File: src/rtl/issue_queue_int_pkg.sv
// Shared widths for the integer issue queue and its oldest-ready selector.
package issue_queue_int_pkg;

  localparam int unsigned IQ_DEPTH  = 4;
  localparam int unsigned IQ_TAG_W  = 6;
  localparam int unsigned IQ_DATA_W = 32;
  localparam int unsigned IQ_INST_W = 32;

endpackage

File: src/rtl/iq_oldest_ready_sel.sv
// Priority picker: lowest-index set bit of req wins (slot 0 is the oldest entry).
module iq_oldest_ready_sel #(
  parameter int unsigned DEPTH = 4,
  localparam int unsigned IDX_W = (DEPTH > 1) ? $clog2(DEPTH) : 1
) (
  input  logic [DEPTH-1:0] req,
  output logic [DEPTH-1:0] grant_c,
  output logic [IDX_W-1:0] idx_c,
  output logic             any_c
);

  // Scan from the youngest down so the oldest requester is the last writer.
  always_comb begin
    grant_c = '0;
    idx_c   = '0;
    any_c   = 1'b0;
    for (int i = DEPTH - 1; i >= 0; i--) begin
      if (req[i]) begin
        grant_c    = '0;
        grant_c[i] = 1'b1;
        idx_c      = IDX_W'(i);
        any_c      = 1'b1;
      end
    end
  end

endmodule

File: src/rtl/issue_queue_int.sv
// Integer-ALU issue queue: shifting, oldest-first, with CDB wakeup and dispatch-time bypass.
module issue_queue_int
  import issue_queue_int_pkg::*;
#(
  parameter int unsigned DEPTH  = IQ_DEPTH,
  parameter int unsigned TAG_W  = IQ_TAG_W,
  parameter int unsigned DATA_W = IQ_DATA_W
) (
  input  logic                 clk,
  input  logic                 rst,
  input  logic                 flush,
  input  logic                 equeueint_en,
  output logic                 equeueint_ready,
  input  logic [IQ_INST_W-1:0] equeue_inst,
  input  logic                 equeue_rsvalid,
  input  logic [DATA_W-1:0]    equeue_rsdata,
  input  logic [TAG_W-1:0]     equeue_rstag,
  input  logic                 equeue_rtvalid,
  input  logic [DATA_W-1:0]    equeue_rtdata,
  input  logic [TAG_W-1:0]     equeue_rttag,
  input  logic [TAG_W-1:0]     equeue_rdtag,
  input  logic                 cdb_valid,
  input  logic [TAG_W-1:0]     cdb_tag,
  input  logic [DATA_W-1:0]    cdb_data,
  output logic                 issue_valid,
  input  logic                 issue_ready,
  output logic [IQ_INST_W-1:0] issue_inst,
  output logic [DATA_W-1:0]    issue_rsdata,
  output logic [DATA_W-1:0]    issue_rtdata,
  output logic [TAG_W-1:0]     issue_rdtag
);

  localparam int unsigned IDX_W = (DEPTH > 1) ? $clog2(DEPTH) : 1;
  localparam int unsigned CNT_W = $clog2(DEPTH + 1);

  logic [DEPTH-1:0]     vld_q, vld_d;
  logic [DEPTH-1:0]     rsv_q, rsv_d, rtv_q, rtv_d;
  logic [IQ_INST_W-1:0] inst_q  [DEPTH];
  logic [IQ_INST_W-1:0] inst_d  [DEPTH];
  logic [DATA_W-1:0]    rsd_q   [DEPTH];
  logic [DATA_W-1:0]    rsd_d   [DEPTH];
  logic [DATA_W-1:0]    rtd_q   [DEPTH];
  logic [DATA_W-1:0]    rtd_d   [DEPTH];
  logic [TAG_W-1:0]     rstag_q [DEPTH];
  logic [TAG_W-1:0]     rstag_d [DEPTH];
  logic [TAG_W-1:0]     rttag_q [DEPTH];
  logic [TAG_W-1:0]     rttag_d [DEPTH];
  logic [TAG_W-1:0]     rdtag_q [DEPTH];
  logic [TAG_W-1:0]     rdtag_d [DEPTH];

  logic [DEPTH-1:0]     wk_rsv, wk_rtv;
  logic [DATA_W-1:0]    wk_rsd [DEPTH];
  logic [DATA_W-1:0]    wk_rtd [DEPTH];

  logic [DEPTH-1:0]     rdy_vec, grant;
  logic [IDX_W-1:0]     sel_idx;
  logic                 sel_any;
  logic [CNT_W-1:0]     count, wslot;
  logic                 fire, wr_en;
  logic                 in_rsv, in_rtv;
  logic [DATA_W-1:0]    in_rsd, in_rtd;

  // Eligibility uses registered operand state only: a wakeup issues no earlier than the next cycle.
  assign rdy_vec = vld_q & rsv_q & rtv_q;

  iq_oldest_ready_sel #(.DEPTH(DEPTH)) u_sel (
    .req     (rdy_vec),
    .grant_c (grant),
    .idx_c   (sel_idx),
    .any_c   (sel_any)
  );

  always_comb begin
    count = '0;
    for (int i = 0; i < DEPTH; i++) count = count + CNT_W'(vld_q[i]);
  end

  assign equeueint_ready = (count < CNT_W'(DEPTH));
  assign issue_valid     = sel_any;
  assign fire            = sel_any && issue_ready;
  assign wr_en           = equeueint_en && equeueint_ready;
  assign wslot           = count - CNT_W'(fire);

  // One-hot AND-OR mux; grant is all-zero when nothing is eligible, so outputs fall to 0.
  always_comb begin
    issue_inst   = '0;
    issue_rsdata = '0;
    issue_rtdata = '0;
    issue_rdtag  = '0;
    for (int i = 0; i < DEPTH; i++) begin
      if (grant[i]) begin
        issue_inst   = issue_inst   | inst_q[i];
        issue_rsdata = issue_rsdata | rsd_q[i];
        issue_rtdata = issue_rtdata | rtd_q[i];
        issue_rdtag  = issue_rdtag  | rdtag_q[i];
      end
    end
  end

  // CDB snoop applied to every stored entry.
  always_comb begin
    for (int i = 0; i < DEPTH; i++) begin
      wk_rsv[i] = rsv_q[i];
      wk_rsd[i] = rsd_q[i];
      wk_rtv[i] = rtv_q[i];
      wk_rtd[i] = rtd_q[i];
      if (!rsv_q[i] && cdb_valid && (rstag_q[i] == cdb_tag)) begin
        wk_rsv[i] = 1'b1;
        wk_rsd[i] = cdb_data;
      end
      if (!rtv_q[i] && cdb_valid && (rttag_q[i] == cdb_tag)) begin
        wk_rtv[i] = 1'b1;
        wk_rtd[i] = cdb_data;
      end
    end
  end

  // Dispatch bypass for an operand produced on the CDB in the same cycle.
  always_comb begin
    in_rsv = equeue_rsvalid;
    in_rsd = equeue_rsdata;
    in_rtv = equeue_rtvalid;
    in_rtd = equeue_rtdata;
    if (!equeue_rsvalid && cdb_valid && (equeue_rstag == cdb_tag)) begin
      in_rsv = 1'b1;
      in_rsd = cdb_data;
    end
    if (!equeue_rtvalid && cdb_valid && (equeue_rttag == cdb_tag)) begin
      in_rtv = 1'b1;
      in_rtd = cdb_data;
    end
  end

  // Next state: hold (with wakeup), collapse above the issued slot, append, then flush.
  always_comb begin
    vld_d = vld_q;
    rsv_d = wk_rsv;
    rtv_d = wk_rtv;
    for (int i = 0; i < DEPTH; i++) begin
      inst_d[i]  = inst_q[i];
      rsd_d[i]   = wk_rsd[i];
      rtd_d[i]   = wk_rtd[i];
      rstag_d[i] = rstag_q[i];
      rttag_d[i] = rttag_q[i];
      rdtag_d[i] = rdtag_q[i];
    end
    if (fire) begin
      for (int i = 0; i < DEPTH - 1; i++) begin
        if (IDX_W'(i) >= sel_idx) begin
          vld_d[i]   = vld_q[i+1];
          rsv_d[i]   = wk_rsv[i+1];
          rtv_d[i]   = wk_rtv[i+1];
          inst_d[i]  = inst_q[i+1];
          rsd_d[i]   = wk_rsd[i+1];
          rtd_d[i]   = wk_rtd[i+1];
          rstag_d[i] = rstag_q[i+1];
          rttag_d[i] = rttag_q[i+1];
          rdtag_d[i] = rdtag_q[i+1];
        end
      end
      vld_d[DEPTH-1] = 1'b0;
    end
    if (wr_en) begin
      for (int i = 0; i < DEPTH; i++) begin
        if (CNT_W'(i) == wslot) begin
          vld_d[i]   = 1'b1;
          rsv_d[i]   = in_rsv;
          rtv_d[i]   = in_rtv;
          inst_d[i]  = equeue_inst;
          rsd_d[i]   = in_rsd;
          rtd_d[i]   = in_rtd;
          rstag_d[i] = equeue_rstag;
          rttag_d[i] = equeue_rttag;
          rdtag_d[i] = equeue_rdtag;
        end
      end
    end
    if (flush) vld_d = '0;
  end

  always_ff @(posedge clk or negedge rst) begin
    if (!rst) begin
      vld_q <= '0;
      rsv_q <= '0;
      rtv_q <= '0;
      for (int i = 0; i < DEPTH; i++) begin
        inst_q[i]  <= '0;
        rsd_q[i]   <= '0;
        rtd_q[i]   <= '0;
        rstag_q[i] <= '0;
        rttag_q[i] <= '0;
        rdtag_q[i] <= '0;
      end
    end else begin
      vld_q <= vld_d;
      rsv_q <= rsv_d;
      rtv_q <= rtv_d;
      for (int i = 0; i < DEPTH; i++) begin
        inst_q[i]  <= inst_d[i];
        rsd_q[i]   <= rsd_d[i];
        rtd_q[i]   <= rtd_d[i];
        rstag_q[i] <= rstag_d[i];
        rttag_q[i] <= rttag_d[i];
        rdtag_q[i] <= rdtag_d[i];
      end
    end
  end

endmodule
File: config.mk
export PLATFORM = sky130hd
export DESIGN_NAME = issue_queue_int
export DESIGN_NICKNAME = d
export VERILOG_FILES = /design/src/rtl/issue_queue_int_pkg.sv /design/src/rtl/iq_oldest_ready_sel.sv /design/src/rtl/issue_queue_int.sv
export SDC_FILE = /design/constraint.sdc
export NUM_CORES = 1
export LEC_CHECK = 0
export ABC_AREA = 1
export CAP_MARGIN = 20
export CORE_UTILIZATION = 35
export CTS_CLUSTER_SIZE = 10
export DETAILED_ROUTE_END_ITERATION = 12
export SLEW_MARGIN = 20
export SYNTH_ARGS = -nofsm -noshare
export SYNTH_HDL_FRONTEND = slang
export SYNTH_SLANG_ARGS = --single-unit
File: constraint.sdc
create_clock -name clk -period 3.67 [get_ports clk]
set_clock_uncertainty 0.2 [all_clocks]
set_input_delay 1.101 -clock clk [delete_from_list [all_inputs] [get_ports clk]]
set_output_delay 1.101 -clock clk [all_outputs]
set_load 0.02 [all_outputs]
==> results.yml <==
outcome:
  status: "completed"
timing:
  max_freq_mhz: 273.5
  rsz0062_at_grt: "true"
  max_slew_margin_pct: 43.35
  fin_crit_sh_pct: 99.62
  hold_viol: 0
  fin_ws_ns: 0.01409
  worstMarginPinSlew_ns: 0.8471
  min_period_ns: 3.656
  maxSlewViolCount: 0
  finalSetupViolCount: 0
placed_design:
  place.port_buffers: 263
  place_hpwl_um: 84030
  dp_slack_ns: 0.05586
  placed_area_um2: 34710
  gp_congestion: 0.9390
detailed_routing:
  wl_per_cell_um: 23.56
  drc: 0
  drt_wl_total_um: 134100
  via_per_inst: 5.857
  first_iter_violations: 4096
  num_vias: 33339
  firstDrtPassIters: 8
  ant_nets: 0
synthesis:
  syn_avg_cell_area_um2: 6.760
  ys_seq_elements: 468
  async_flop_share_pct: 100.0
  postSynthCellCount: 4402
  synth_edf_count: 0
  synth_area_um2: 29760
  ys_seq_area_share_pct: 39.36
  yosysUniqueCellTypes: 31
  synth.top_cell.area_share_pct: 39.36
  yosys-top-cells-area: "dfrtp_1 (39%), nand3_1 (18%), nand2_1 (16%), inv_1 (4.5%), o21ai_0 (4.1%)"
  synth_nets: 4567
  synth_top_area_cell: "dfrtp_1"
  yosysWarnings: 0
  synth_ff_type: "dfrtp_1"
finish:
  area_growth_pct: 22.44
  num-fill-cells: 8734
  final_area_um2: 36440
  final_core_util_pct: 43.40
  multiInputGateArea_um2: 15340
  nets: 4694
  drive_gt1_share_pct: 9.526
  ff_latch_area_um2: 11710
global_route:
  grt_pass1_vias: 31655
  track_usage_pct: 30.39
  use_met3_pct: 7.440
  grt_util_met1_pct: 38.99
  grt_max_degree: 112
  grt_pass1_wl_um: 199300
  busiest_layer: "met2"
  antenna_found_initial: 8
  grt_overflow: 0
  grtUsageMet2_pct: 47.62
critical_path:
  crit_arrival_ns: 2.35
  worstSetupStartpointType: "register"
  path_class: "register to primary output"
  required_ns: 2.37
  worst_r2r_path_depth: 13
  end_kind: "primary output"
  startpoint: "vld_q[0]$_DFF_PN0_"
  r2r-start: "vld_q[0]$_DFF_PN0_"
  cp_max_fo: 3
cts:
  h-tree-depth: 2
  cts_buffer_depth: 3
  cts_buffers: 56
  clock_latency_ns: 0.65
  hold_buffers: 0
  cts.sinks: 468
  clkTransAtPathRegs_ns: 0.06
  cts_tree: "yes"
  clockRootBuffer: "clkbuf_16"
floorplan:
  initial_core_util_pct: 35.45
  top_level_ports: 264
  core-area_um2: 83950
  die_x_um: 293.6
  dieHeight_um: 293.6
  rows: 106
  dieArea_um2: 86190
pwr:
  finalPower_mw: 27.93
  peakVddDrop_uv: 442.5
  power_density_nw_per_um2: 766.5
  p_leak_nw: 18.03
job:
  cap_violations: 0
worst_hold_path:
  hold_path_class: "input pin to asynchronous set/reset pin"
[synth_stat cells (2+ instances only)]
cell and count:
nand2_1 1263, nand3_1 1061, dfrtp_1 468, inv_1 353, o21ai_0 245, nand4_1 164
buf_2 162, clkbuf_1 157, nor2_1 130, o22ai_1 99, a21oi_1 90, o2111ai_1 64
buf_1 34, o21ai_1 34, nor2_2 15, buf_4 13, inv_2 10, xor2_1 6
nand2_2 5, nand3_2 5, ha_1 4, nor2_4 4, xnor2_1 4, o211ai_1 3
buf_6 2, clkinv_1 2
[metrics by stage]
stage | setup TNS, ns | std cells | hold WS, ns
after floorplan | 0 | 4402 | 0.2750
after global placement | 0 | 5600 | 0.2912
after detailed placement | 0 | 5600 | 0.2973
after CTS | -0.03858 | 5690 | 0.2053
after global routing | -0.3295 | 5692 | 0.2312
final | 0 | 5692 | 0.2031
[sequential cells by signal, summed over array words and instances (netlist names)]
register,cells
inst_q,128
rsd_q,128
rtd_q,128
rdtag_q,24
rstag_q,24
rttag_q,24
rsv_q,4
rtv_q,4
vld_q,4
[final cells by class]
class,count,area share (%)
Antenna cell,2,0.01374
Clock buffer,78,4.265
Clock inverter,7,0.3056
Inverter,365,3.795
Multi-Input combinational cell,3200,42.11
Sequential cell,468,32.14
Tap cell,1134,3.894
Timing Repair Buffer,438,13.47
[where the power goes]
group / switching (mW) / leakage [nW] / total [mW] / internal, mW
clock network: 2.36 / 0.812 / 5.35 / 2.99
registers: 1.33 / 5.81 / 8.94 / 7.62
logic: 8.80 / 11.4 / 13.6 / 4.83
total: 12.5 / 18.0 / 27.9 / 15.4
[layout by cell type, fill, tap and decap left out, types with 5 or more instances in the layout]
master,n
nand2_1,1259
nand3_1,1055
dfrtp_1,468
inv_1,350
o21ai_0,244
nand4_1,164
clkdlybuf4s50_1,159
nor2_1,125
buf_4,107
o22ai_1,99
buf_12,95
a21oi_1,90
clkbuf_16,56
buf_2,49
o2111ai_1,38
o21ai_1,35
o2111ai_2,23
nor2_2,19
clkbuf_1,15
buf_6,15
inv_2,10
clkbuf_8,7
nand3_2,6
xor2_1,6
clkbuf_2,6
nand3_4,5
nand2_2,5
nor2_4,5
[cell families (layout without fill, tap and decap cells)]
kind of cell | after synthesis | count (layout) | synth area share (%)
buffers and inverters | 734 | 888 | 10.16
adder cells (fa/ha/maj) | 5 | 5 | 0.2355
AO/OA/AOI/OAI | 537 | 537 | 10.30
other | 0 | 2 | 0
AND/OR/NAND/NOR | 2648 | 2648 | 39.66
XOR/XNOR | 10 | 10 | 0.2943
flip-flops | 468 | 468 | 39.36
[per-layer routing]
layer / wire length [µm] / vias to the layer above / part of all wire, %
met5: 74 / - / 0.055
li1: - / 15070 / -
met4: 6701 / 12 / 5.0
met2: 59720 / 2068 / 45
met3: 14740 / 424 / 11
met1: 52900 / 15765 / 39
[repair_timing]
action,4_1_cts,5_1_grt
gates cloned,3,0
buffers inserted,2,0
endpoints found under the setup margin,99,88
pin swaps,0,2
hold endpoints to repair,0,0
gates resized for setup,397,72
[worst paths after layout]
path | to | slack, ns
worst min-delay path | rtd_q[34]$_DFF_PN0_ | 0.20
worst max register to register | rsd_q[37]$_DFF_PN0_ | 0.43
worst max-delay path | equeueint_ready | 0.01
worst min register to register | inst_q[11]$_DFFE_PN0P_ | 0.31
min in group clk | inst_q[11]$_DFFE_PN0P_ | 0.31
max in group asynchronous | inst_q[121]$_DFF_PN0_ | 2.19
[worst max-delay path: stages (launching register included)]
cell     delay, ns
dfrtp_1       0.43
inv_1         0.09
fa_1          0.54
inv_1         0.04
ha_1          0.17
ha_1          0.20
inv_2         0.10
buf_6         0.13
No activity file was read; power rests on OpenSTA's default activity.
